### config.mk
export PLATFORM = sky130hd
export DESIGN_NAME = aes_round_ctrl
export DESIGN_NICKNAME = d
export VERILOG_FILES = /design/src/rtl/aes_round_ctrl.sv
export SDC_FILE = /design/constraint.sdc
export NUM_CORES = 1
export LEC_CHECK = 0
export ABC_AREA = 1
export ABC_CLOCK_PERIOD_IN_PS = 3200
export CAP_MARGIN = 10
export CORE_MARGIN = 1.5
export CORE_UTILIZATION = 50
export CTS_CLUSTER_DIAMETER = 30
export DETAILED_ROUTE_END_ITERATION = 8
export PLACE_DENSITY = 0.92
export SETUP_SLACK_MARGIN = 0.3
export SYNTH_ARGS = -nofsm -noshare
export SYNTH_HDL_FRONTEND = slang
export SYNTH_SLANG_ARGS = --single-unit
### constraint.sdc
create_clock -name clk -period 3.2 [get_ports clk]
set_clock_uncertainty 0.2 [all_clocks]
set_input_delay 0.64 -clock clk [delete_from_list [all_inputs] [get_ports clk]]
set_output_delay 0.64 -clock clk [all_outputs]
set_load 0.005 [all_outputs]
### src/rtl/aes_round_ctrl.sv
// AES-128 round sequencer: walks ARK/SUB/SHF/MIX step units and supplies the round index.
// Optional per-step watchdog is enabled by defining AES_CTRL_TIMEOUT_EN.
module aes_round_ctrl #(
  parameter int unsigned NR      = 10,
  parameter int unsigned TMO_CYC = 15
) (
  input  logic       clk,
  input  logic       reset,
  input  logic       start,
  input  logic       sub_done,
  input  logic       shf_done,
  input  logic       mix_done,
  input  logic       ark_done,
  output logic       sub_en,
  output logic       shf_en,
  output logic       mix_en,
  output logic       ark_en,
  output logic       load_pt,
  output logic [3:0] round,
  output logic       busy,
  output logic       done,
  output logic       err
);

  typedef enum logic [2:0] {StIdle, StLoad, StArk, StSub, StShf, StMix, StFin} state_e;

  localparam logic [3:0] NrL = 4'(NR);

  state_e     state_q, state_d;
  logic [3:0] round_q, round_d;
  logic       timeout;

  always_comb begin
    state_d = state_q;
    round_d = round_q;
    unique case (state_q)
      StIdle: begin
        if (start) begin
          state_d = StLoad;
          round_d = '0;
        end
      end
      StLoad: state_d = StArk;
      StArk: begin
        if (ark_done) begin
          if (round_q == NrL) begin
            state_d = StFin;
          end else begin
            round_d = round_q + 4'd1;
            state_d = StSub;
          end
        end
      end
      StSub: if (sub_done) state_d = StShf;
      StShf: if (shf_done) state_d = (round_q < NrL) ? StMix : StArk;
      StMix: if (mix_done) state_d = StArk;
      StFin: state_d = StIdle;
      default: state_d = StIdle;
    endcase
    if (timeout) state_d = StIdle;
  end

  // Outputs are registered from the next state so they change on the same edge as the state.
  always_ff @(posedge clk or posedge reset) begin
    if (reset) begin
      state_q <= StIdle;
      round_q <= '0;
      sub_en  <= 1'b0;
      shf_en  <= 1'b0;
      mix_en  <= 1'b0;
      ark_en  <= 1'b0;
      load_pt <= 1'b0;
      busy    <= 1'b0;
      done    <= 1'b0;
    end else begin
      state_q <= state_d;
      round_q <= round_d;
      sub_en  <= (state_d == StSub);
      shf_en  <= (state_d == StShf);
      mix_en  <= (state_d == StMix);
      ark_en  <= (state_d == StArk);
      load_pt <= (state_d == StLoad);
      busy    <= (state_d != StIdle);
      done    <= (state_d == StFin);
    end
  end

  assign round = round_q;

`ifdef AES_CTRL_TIMEOUT_EN
  logic [4:0] cnt_q;
  logic       err_q;
  logic       step_st;
  logic       step_done;

  assign step_st   = state_q inside {StArk, StSub, StShf, StMix};
  assign step_done = ((state_q == StArk) & ark_done) | ((state_q == StSub) & sub_done) |
                     ((state_q == StShf) & shf_done) | ((state_q == StMix) & mix_done);
  assign timeout   = step_st & ~step_done & (cnt_q == 5'(TMO_CYC - 1));

  // Counter restarts on every state change, so it measures time spent in the current step.
  always_ff @(posedge clk or posedge reset) begin
    if (reset) begin
      cnt_q <= '0;
      err_q <= 1'b0;
    end else begin
      if (state_d != state_q) begin
        cnt_q <= '0;
      end else if (step_st && cnt_q != 5'h1f) begin
        cnt_q <= cnt_q + 5'd1;
      end
      if (timeout) err_q <= 1'b1;
    end
  end

  assign err = err_q;
`else
  assign timeout = 1'b0;
  assign err     = 1'b0;
`endif

endmodule
Yosys cells after proc, flatten, opt, wreduce, memory -nomap -nowiden --
Index checks and enable logic that the tools add are counted.
Cells by class: eq/ne operators 15, mux-type cells 12, reduce and logical (&&, ||, !) cells 4, magnitude comparators 1, add/sub/neg operators 1
Operators by type and width (number):
- two-way mux 3 bit | 7
- one-hot mux 3 bit (6 select lines) | 1
- == test 3 bit (second input constant) | 5
- == test 3 x 2 -> 1 bit (second input constant) | 4
- two-way mux 4 bit | 3
- one-hot mux 4 bit (2 select lines) | 1
- == test 3 x 1 -> 1 bit (second input constant) | 2
- != test 2 bit (second input constant) | 3
- adder 4 x 1 -> 4 bit (second input constant) | 1
- == test 4 bit (second input constant) | 1
- less-than comparator 4 bit (second input constant) | 1
- AND reduction 4 bit | 1
- zero test 3 bit | 1
- nonzero test 3 bit | 1
- nonzero test 2 bit | 1
Storage, ports and cells: bits of input ports 7, bits in registers 14

Longest topological paths before layout --
Gate-level depths: netlist (run 1).
depth in word-level cells 5, depth in mapped cells 9, mapped depth without buffers 9

Worst setup path after synthesis (run 1) --
OpenSTA, ideal clock, no wires.
path kind input -> register, from input port shf_done, to register ark_en, arrival 1.201 ns, data required time 2.883 ns, library setup time 0.117 ns, stages 8, slack 1.682 ns, path buffers 0, path through nand2_1 inv_1 nand2_1 nand2_1 a21oi_1 inv_1 nand2_1 nor2_1
On the way: cells in the longest elaborated chain, start to end 3
RTL lines:
- from (decl) | RTL line 11 | input logic shf_done,
- two-way mux 3 bit | RTL line 55 | StShf: if (shf_done) state_d = (round_q < NrL) ? StMix : StArk;
- one-hot mux 3 bit (6 select lines) | RTL line 36 | unique case (state_q)
- via state_d[1] | RTL line 29 | state_e state_q, state_d;
- == test 3 x 2 -> 1 bit | RTL line 81 | ark_en <= (state_d == StArk);
- to (signal assigned) | RTL line 81
- to (decl) | RTL line 17 | output logic ark_en,
The timed path passes the listed nets, and every way through them passes these cells. A chain may end at the register's enable or synchronous reset.

Worst setup path after layout (run 1) --
from register round_q[2] (netlist: round[2]), to output port round[2]
RTL lines:
- from (decl) | RTL line 30 | logic [3:0] round_q, round_d;
- from (signal assigned) | RTL line 77 | round_q <= round_d;
- to (decl) | RTL line 19 | output logic [3:0] round,
No word-level cell between the ends.

==> results of run 1 <==
-- through the flow --
| stage | hold WS (ps) | setup WS [ps] |
|---|---|---|
| 6_report | 402 | 1110 |
| 5_1_grt | 441 | 1060 |
| 4_1_cts | 402 | 1100 |
| 3_5_place_dp | 377 | 1080 |
| 3_3_place_gp | 355 | 1100 |
| 2_1_floorplan | 329 | 1680 |
-- cell usage after synthesis (2+ instances only) --
library cell | instances | area (um2)
nand2_1 | 25 | 93.8
inv_1 | 18 | 67.6
dfrtp_1 | 14 | 350
nor2_1 | 9 | 33.8
nand3_1 | 8 | 40.0
o21ai_0 | 3 | 15.0
ha_1 | 2 | 25.0
nand2_2 | 2 | 12.5
nor2_2 | 2 | 12.5
-- power breakdown --
part / leakage, uW / internal (uW) / switching (uW) / total [uW]
registers: 0.000182 / 240 / 59.4 / 300
logic: 0.000330 / 175 / 208 / 383
clock network: 0.0000138 / 43.7 / 54.5 / 98.2
total: 0.000526 / 459 / 322 / 781
-- sequential cells by signal, indices dropped and copies added (netlist names) --
signal / count
ark_en: 1
busy: 1
done: 1
load_pt: 1
mix_en: 1
round: 4
shf_en: 1
state_q: 3
sub_en: 1
-- cells by family (layout without fill, tap and decap cells) --
kind of cell / Yosys count / in the layout
AOI/OAI and AO/OA: 7 / 7
xor gates and xnor gates: 1 / 1
adders and majority gates: 2 / 2
buffers and inverters: 21 / 40
DFF: 14 / 14
other: 1 / 1
and+or+nand+nor: 51 / 51
-- worst max path at each step --
stage / startpoint / end / slack [ps] / cells after the start
after floorplan: shf_done / ark_en$_DFF_PP0_ / 1680 / 8
after global placement: sub_done / ark_en$_DFF_PP0_ / 1100 / 8
after detailed placement: shf_done / busy$_DFF_PP0_ / 1080 / 8
after CTS: round[1]$_DFFE_PP0P_ / round[1] / 1100 / 1
after global routing: round[2]$_DFFE_PP0P_ / round[2] / 1060 / 1
final: round[2]$_DFFE_PP0P_ / round[2] / 1110 / 1
-- per-layer routing --
layer	vias to the layer above	track usage	part of all wire
met5	-	0	0
met4	0	0.116	0.026
met3	5	0.0391	0.043
met2	21	0.328	0.50
met1	313	0.228	0.43
li1	332	-	-
-- final cells by class --
type | count | area (um2) | area share
flip-flops and latches | 14 | 350 | 0.371
multi-input cells | 62 | 307 | 0.325
repair buffers | 17 | 170 | 0.180
inverters | 20 | 75.1 | 0.0796
clock buffers | 3 | 22.5 | 0.0239
well taps | 15 | 18.8 | 0.0199
==> results.sh, run 1 <==
export IMPL_outcome="finished clean"
export IMPL_vias_per_cell=5.12
export IMPL_cts_hold_buf=0
export IMPL_final_layout_size_suffix_gt1_frac=0.0948
export IMPL_hpwl_um=1120
export IMPL_critPathBufInv=1
export IMPL_coreArea_um2=1330
export IMPL_max_cap_viol_count=0
export IMPL_first_pass_iters=4
export IMPL_holdCritPathClass="flop to flop"
export IMPL_clock_latency_ps=280
export IMPL_cts_path_max_buffers=2
export IMPL_die_area_um2=1720
export IMPL_r2r_start="round[0]$_DFFE_PP0P_"
export IMPL_cp_max_fo=6
export IMPL_p_leak_uw=0.000526
export IMPL_peakVddDrop_mv=0.365
export IMPL_synthesis_nets=106
export IMPL_ant_nets=0
export IMPL_chipWidth_um=41.5
export IMPL_wl_per_cell_um=11.2
export IMPL_grt_antenna_before_repair=0
export IMPL_grtUsageTotal=0.195
export IMPL_setup_viol=0
export IMPL_required_ps=2360
export IMPL_synth_top_family_by_area="simple AND/OR/NAND/NOR gates"
export IMPL_synth_compound_area_frac=0.0558
export IMPL_syn_area_um2=739
export IMPL_std_cell_rows=13
export IMPL_worstHoldPathCells=2
export IMPL_drt_wl_total_um=1470
export IMPL_synth_simple_area_share=0.308
export IMPL_port_buffers=17
export IMPL_r2r_cells=8
export IMPL_stdcell_count=131
export IMPL_layout_common_cells="25 x nand2_1, 18 x inv_1, 17 x clkdlybuf4s50_1"
export IMPL_hold_viol=0
export IMPL_crit_path_top_delay_cell="clkdlybuf4s50_1"
export IMPL_crit_path_end_kind="primary output"
export IMPL_cp_start_kind="flop"
export IMPL_tightest_slew_ps=516
export IMPL_worst_slew_margin_rel=0.655
export IMPL_synth_edf_count=0
export IMPL_cts_tree="yes"
export IMPL_synthArstFlopShare=1.00
export IMPL_synth_seq_area_share=0.474
export IMPL_maxSlewViolCount=0
export IMPL_synth_xor_area_share=0.0118
export IMPL_dominantRegCellSynth="dfrtp_1"
export IMPL_rsz0062_at_grt="false"
export IMPL_cts_resized=0
export IMPL_htreeDepth=1
export IMPL_dpl_cell_count=128
export IMPL_power_density_nw_per_um2=828
export IMPL_grt_overflow=0
export IMPL_numCtsBuffers=3
export IMPL_crit_chain="clkdlybuf4s50_1"
export IMPL_min_period_over_period=0.655
export IMPL_syn_mean_instance_area_um2=7.62
export IMPL_area_growth_pct=27.6
export IMPL_critPathMaxStageDelay_ps=540
export IMPL_route_vias_total=671
export IMPL_initial_core_util=0.554
export IMPL_post_cts_buffers=0
export IMPL_grt_pass1_wl_um=2570
export IMPL_synthCells=97
export IMPL_whs_endpoint="round[3]$_DFFE_PP0P_"
export IMPL_grt_max_degree=15
export IMPL_nFillCells=108
export IMPL_path_class="flop to primary output"
export IMPL_io_pins=19
export IMPL_power_uw=781
export IMPL_drtIter0Drc=30
export IMPL_yosysWarnings=0
export IMPL_final_common_cell="nand2_1"
export IMPL_final_core_util=0.707
export IMPL_crit_arrival_ps=1250
export IMPL_min_delay_start="round[3]$_DFFE_PP0P_"
export IMPL_drc_errors=0
export IMPL_cts_root_buf="clkbuf_4"
export IMPL_place_area_um2=921
export IMPL_nNetsFinal=127
export IMPL_cts_sinks=14
export IMPL_gp_congestion=0.915
export IMPL_die_h_um=41.5
export IMPL_synthMuxAreaShare=0
export IMPL_clk_pin_slew_worst_paths_ps=80
export IMPL_synth_fa_ha_area_frac=0.0338
export IMPL_fin_crit_ps=2090
export IMPL_finalSetupTns_ps=0
export IMPL_critPathTopFamily="buffers and inverters"
export IMPL_grt_pass1_vias=617
export IMPL_rr_endpoint="busy$_DFF_PP0_"
export IMPL_yosysUniqueCellTypes=23
export IMPL_post_route_cell_area_um2=943
export IMPL_fmax_mhz=477
export IMPL_r2r_slack_ps=1550
export IMPL_synth_seq_cells=14
export IMPL_diodes=0
No activity file was read; power rests on OpenSTA's default activity.
==> run 2: changes to the inputs <==
--- a/config.mk
+++ b/config.mk
@@ -6,13 +6,13 @@
 export NUM_CORES = 1
 export LEC_CHECK = 0
 export ABC_AREA = 1
-export ABC_CLOCK_PERIOD_IN_PS = 3200
+export ABC_CLOCK_PERIOD_IN_PS = 1700
 export CAP_MARGIN = 10
 export CORE_MARGIN = 1.5
-export CORE_UTILIZATION = 50
+export CORE_UTILIZATION = 42
 export CTS_CLUSTER_DIAMETER = 30
 export DETAILED_ROUTE_END_ITERATION = 8
-export PLACE_DENSITY = 0.92
+export PLACE_DENSITY = 0.84
 export SETUP_SLACK_MARGIN = 0.3
 export SYNTH_ARGS = -nofsm -noshare
 export SYNTH_HDL_FRONTEND = slang
==> constraint.sdc (replaced) <==
create_clock -name clk -period 1.7 [get_ports clk]
set_clock_uncertainty 0.2 [all_clocks]
set_input_delay 0.34 -clock clk [delete_from_list [all_inputs] [get_ports clk]]
set_output_delay 0.34 -clock clk [all_outputs]
set_load 0.005 [all_outputs]
==> run 2 against run 1 <==
Net effect: sequential cell count stayed put; clock power grew to 2.5 times the previous value; register-to-register slack got worse by 1400 ps; design area grew 22%; count of clock-buffer cells in the layout increased by 1; power up 140%; critical path depth rose by 7; sequential share of layout area down 6.2 points; combinational power increased to 2.8 times the previous value; sequential power grew 94%; critical path type is now flop to flop; largest cell class is now multi-input gates.
==> results.sh, run 2 (synthesis results as in run 1) <==
export IMPL_hpwl_um=1190
export IMPL_peakVddDrop_mv=0.767
export IMPL_cts_hold_buf=0
export IMPL_required_ps=1720
export IMPL_setup_viol=0
export IMPL_initial_core_util=0.469
export IMPL_die_area_um2=2020
export IMPL_cts_tree="yes"
export IMPL_grt_pass1_wl_um=2940
export IMPL_stdcell_count=147
export IMPL_die_h_um=45.0
export IMPL_final_common_cell="nand2_1"
export IMPL_htreeDepth=1
export IMPL_r2r_start="state_q[1]$_DFF_PP0_"
export IMPL_place_area_um2=941
export IMPL_crit_path_top_delay_cell="dfrtp_2"
export IMPL_min_period_over_period=0.926
export IMPL_maxSlewViolCount=0
export IMPL_std_cell_rows=14
export IMPL_power_frac_comb=0.562
export IMPL_area_growth_pct=55.2
export IMPL_numCtsBuffers=3
export IMPL_power_density_nw_per_um2=1650
export IMPL_ant_nets=0
export IMPL_coreArea_um2=1580
export IMPL_nNetsFinal=141
export IMPL_dpl_cell_count=130
export IMPL_grt_antenna_before_repair=0
export IMPL_grtUsageTotal=0.206
export IMPL_rsz0062_at_grt="true"
export IMPL_diodes=0
export IMPL_holdCritPathClass="primary input to asynchronous set/reset pin"
export IMPL_largest_reg_flops=4
export IMPL_gp_congestion=0.857
export IMPL_cp_start_kind="flop"
export IMPL_chipWidth_um=45.0
export IMPL_drt_wl_total_um=2360
export IMPL_final_layout_size_suffix_gt1_frac=0.496
export IMPL_wl_per_cell_um=16.0
export IMPL_drtIter0Drc=38
export IMPL_power_uw=1900
export IMPL_cp_max_fo=5
export IMPL_max_cap_viol_count=0
export IMPL_worstSetupStartpoint="state_q[1]$_DFF_PP0_"
export IMPL_critPathTopFamily="simple AND/OR/NAND/NOR gates"
export IMPL_p_clk_frac=0.131
export IMPL_path_class="flop to flop"
export IMPL_grt_overflow=0
export IMPL_clk_pin_slew_worst_paths_ps=90
export IMPL_crit_path_end_kind="flop"
export IMPL_fmax_mhz=635
export IMPL_worst_slew_margin_rel=0.634
export IMPL_first_pass_iters=4
export IMPL_crit_chain="buf_6 -> nand2_2 -> nor2_2 -> nand2_1 -> nand3_1 -> nor2_2 -> nand3_1 -> nor2_1"
export IMPL_post_route_cell_area_um2=1150
export IMPL_critPathMaxStageDelay_ps=470
export IMPL_grt_pass1_vias=653
export IMPL_seqPwrFrac=0.306
export IMPL_clock_latency_ps=290
export IMPL_route_vias_total=810
export IMPL_drc_errors=0
export IMPL_hold_viol=0
export IMPL_switching_share=0.452
export IMPL_grt_max_degree=15
export IMPL_cts_path_max_buffers=2
export IMPL_tightest_slew_ps=548
export IMPL_p_leak_uw=0.000637
export IMPL_switchingPower_uw=858
export IMPL_p_int_uw=1040
export IMPL_cts_root_buf="clkbuf_4"
export IMPL_critPathBufInv=1
export IMPL_cts_sinks=14
export IMPL_vias_per_cell=5.51
export IMPL_port_buffers=17
export IMPL_layout_common_cells="16 x nand2_1, 12 x inv_1, 11 x nand2_2"
export IMPL_crit_arrival_ps=1600
export IMPL_fin_crit_ps=1570
export IMPL_io_pins=19
export IMPL_outcome="finished clean"
==> run 2: changes by cell type in the layout (fill, tap and decap cells not counted), moves of 4 or more <==
cell / previous run / this run
clkdlybuf4s50_1: 17 / 5
buf_4: 0 / 9
nand2_1: 25 / 16
nand2_2: 2 / 11
clkbuf_2: 0 / 6
inv_1: 18 / 12
buf_6: 0 / 5
buf_2: 0 / 4
dfrtp_1: 14 / 10
dfrtp_2: 0 / 4
inv_2: 1 / 5
==> run 2: power by group through the flow <==
stage | clock network (uW) | logic [uW] | registers [uW]
after floorplan | 0 | 455 | 559
after global placement | 0 | 718 | 557
after detailed placement | 0 | 736 | 566
after CTS | 244 | 866 | 549
after global routing | 262 | 1170 | 594
final | 249 | 1070 | 582
==> run 2: worst reg2reg max path, stage by stage (launching register included) <==
cell	delay, ps
dfrtp_2	470
buf_6	140
nand2_2	50
nor2_2	50
nand2_1	130
nand3_1	130
nor2_2	150
nand3_1	80
nor2_1	110
==> run 2: stage by stage <==
step                      utilization  TNS (ps)  setup slack, ps  hold WS (ps)
after floorplan                     -         0              316          29.2
after global placement          0.597      -486             -163           358
after detailed placement        0.597      -773             -222           380
after CTS                       0.679         0              206           206
after global routing            0.728         0             12.7           237
final                           0.728         0              126           183
==> run 2: metal layers <==
layer / routed length (um) / global-route usage / vias to the layer above
met3: 165 / 0.0320 / 16
met2: 1150 / 0.351 / 54
met4: 93 / 0.106 / 0
li1: - / - / 365
met1: 946 / 0.249 / 375
met5: 0 / 0 / -
==> run 2: what timing repair did <==
| item | 4_1_cts | 5_1_grt |
|---|---|---|
| setup endpoints to repair | 21 | 19 |
| setup buffers | 8 | 5 |
| gates resized for setup | 46 | 32 |
| pin swaps | 5 | 6 |
==> run 2: path summary, 6_finish.rpt <==
check                                             to  slack [ps]  cells after the start
max in group asynchronous       state_q[0]$_DFF_PP0_         730                      2
min in group clk                round[3]$_DFFE_PP0P_         420                      3
worst min-delay path            round[2]$_DFFE_PP0P_         180                      2
worst max register to register      shf_en$_DFF_PP0_         130                      8
worst min register to register  round[3]$_DFFE_PP0P_         420                      3
worst max-delay path                shf_en$_DFF_PP0_         130                      8
==> run 2: area by class of cell <==
cell class | count | area (um2)
well taps | 16 | 20.0
multi-input cells | 62 | 410
inverters | 20 | 82.6
fillers | 101 | 429
clock buffers | 4 | 36.3
flip-flops and latches | 14 | 355
repair buffers | 31 | 243
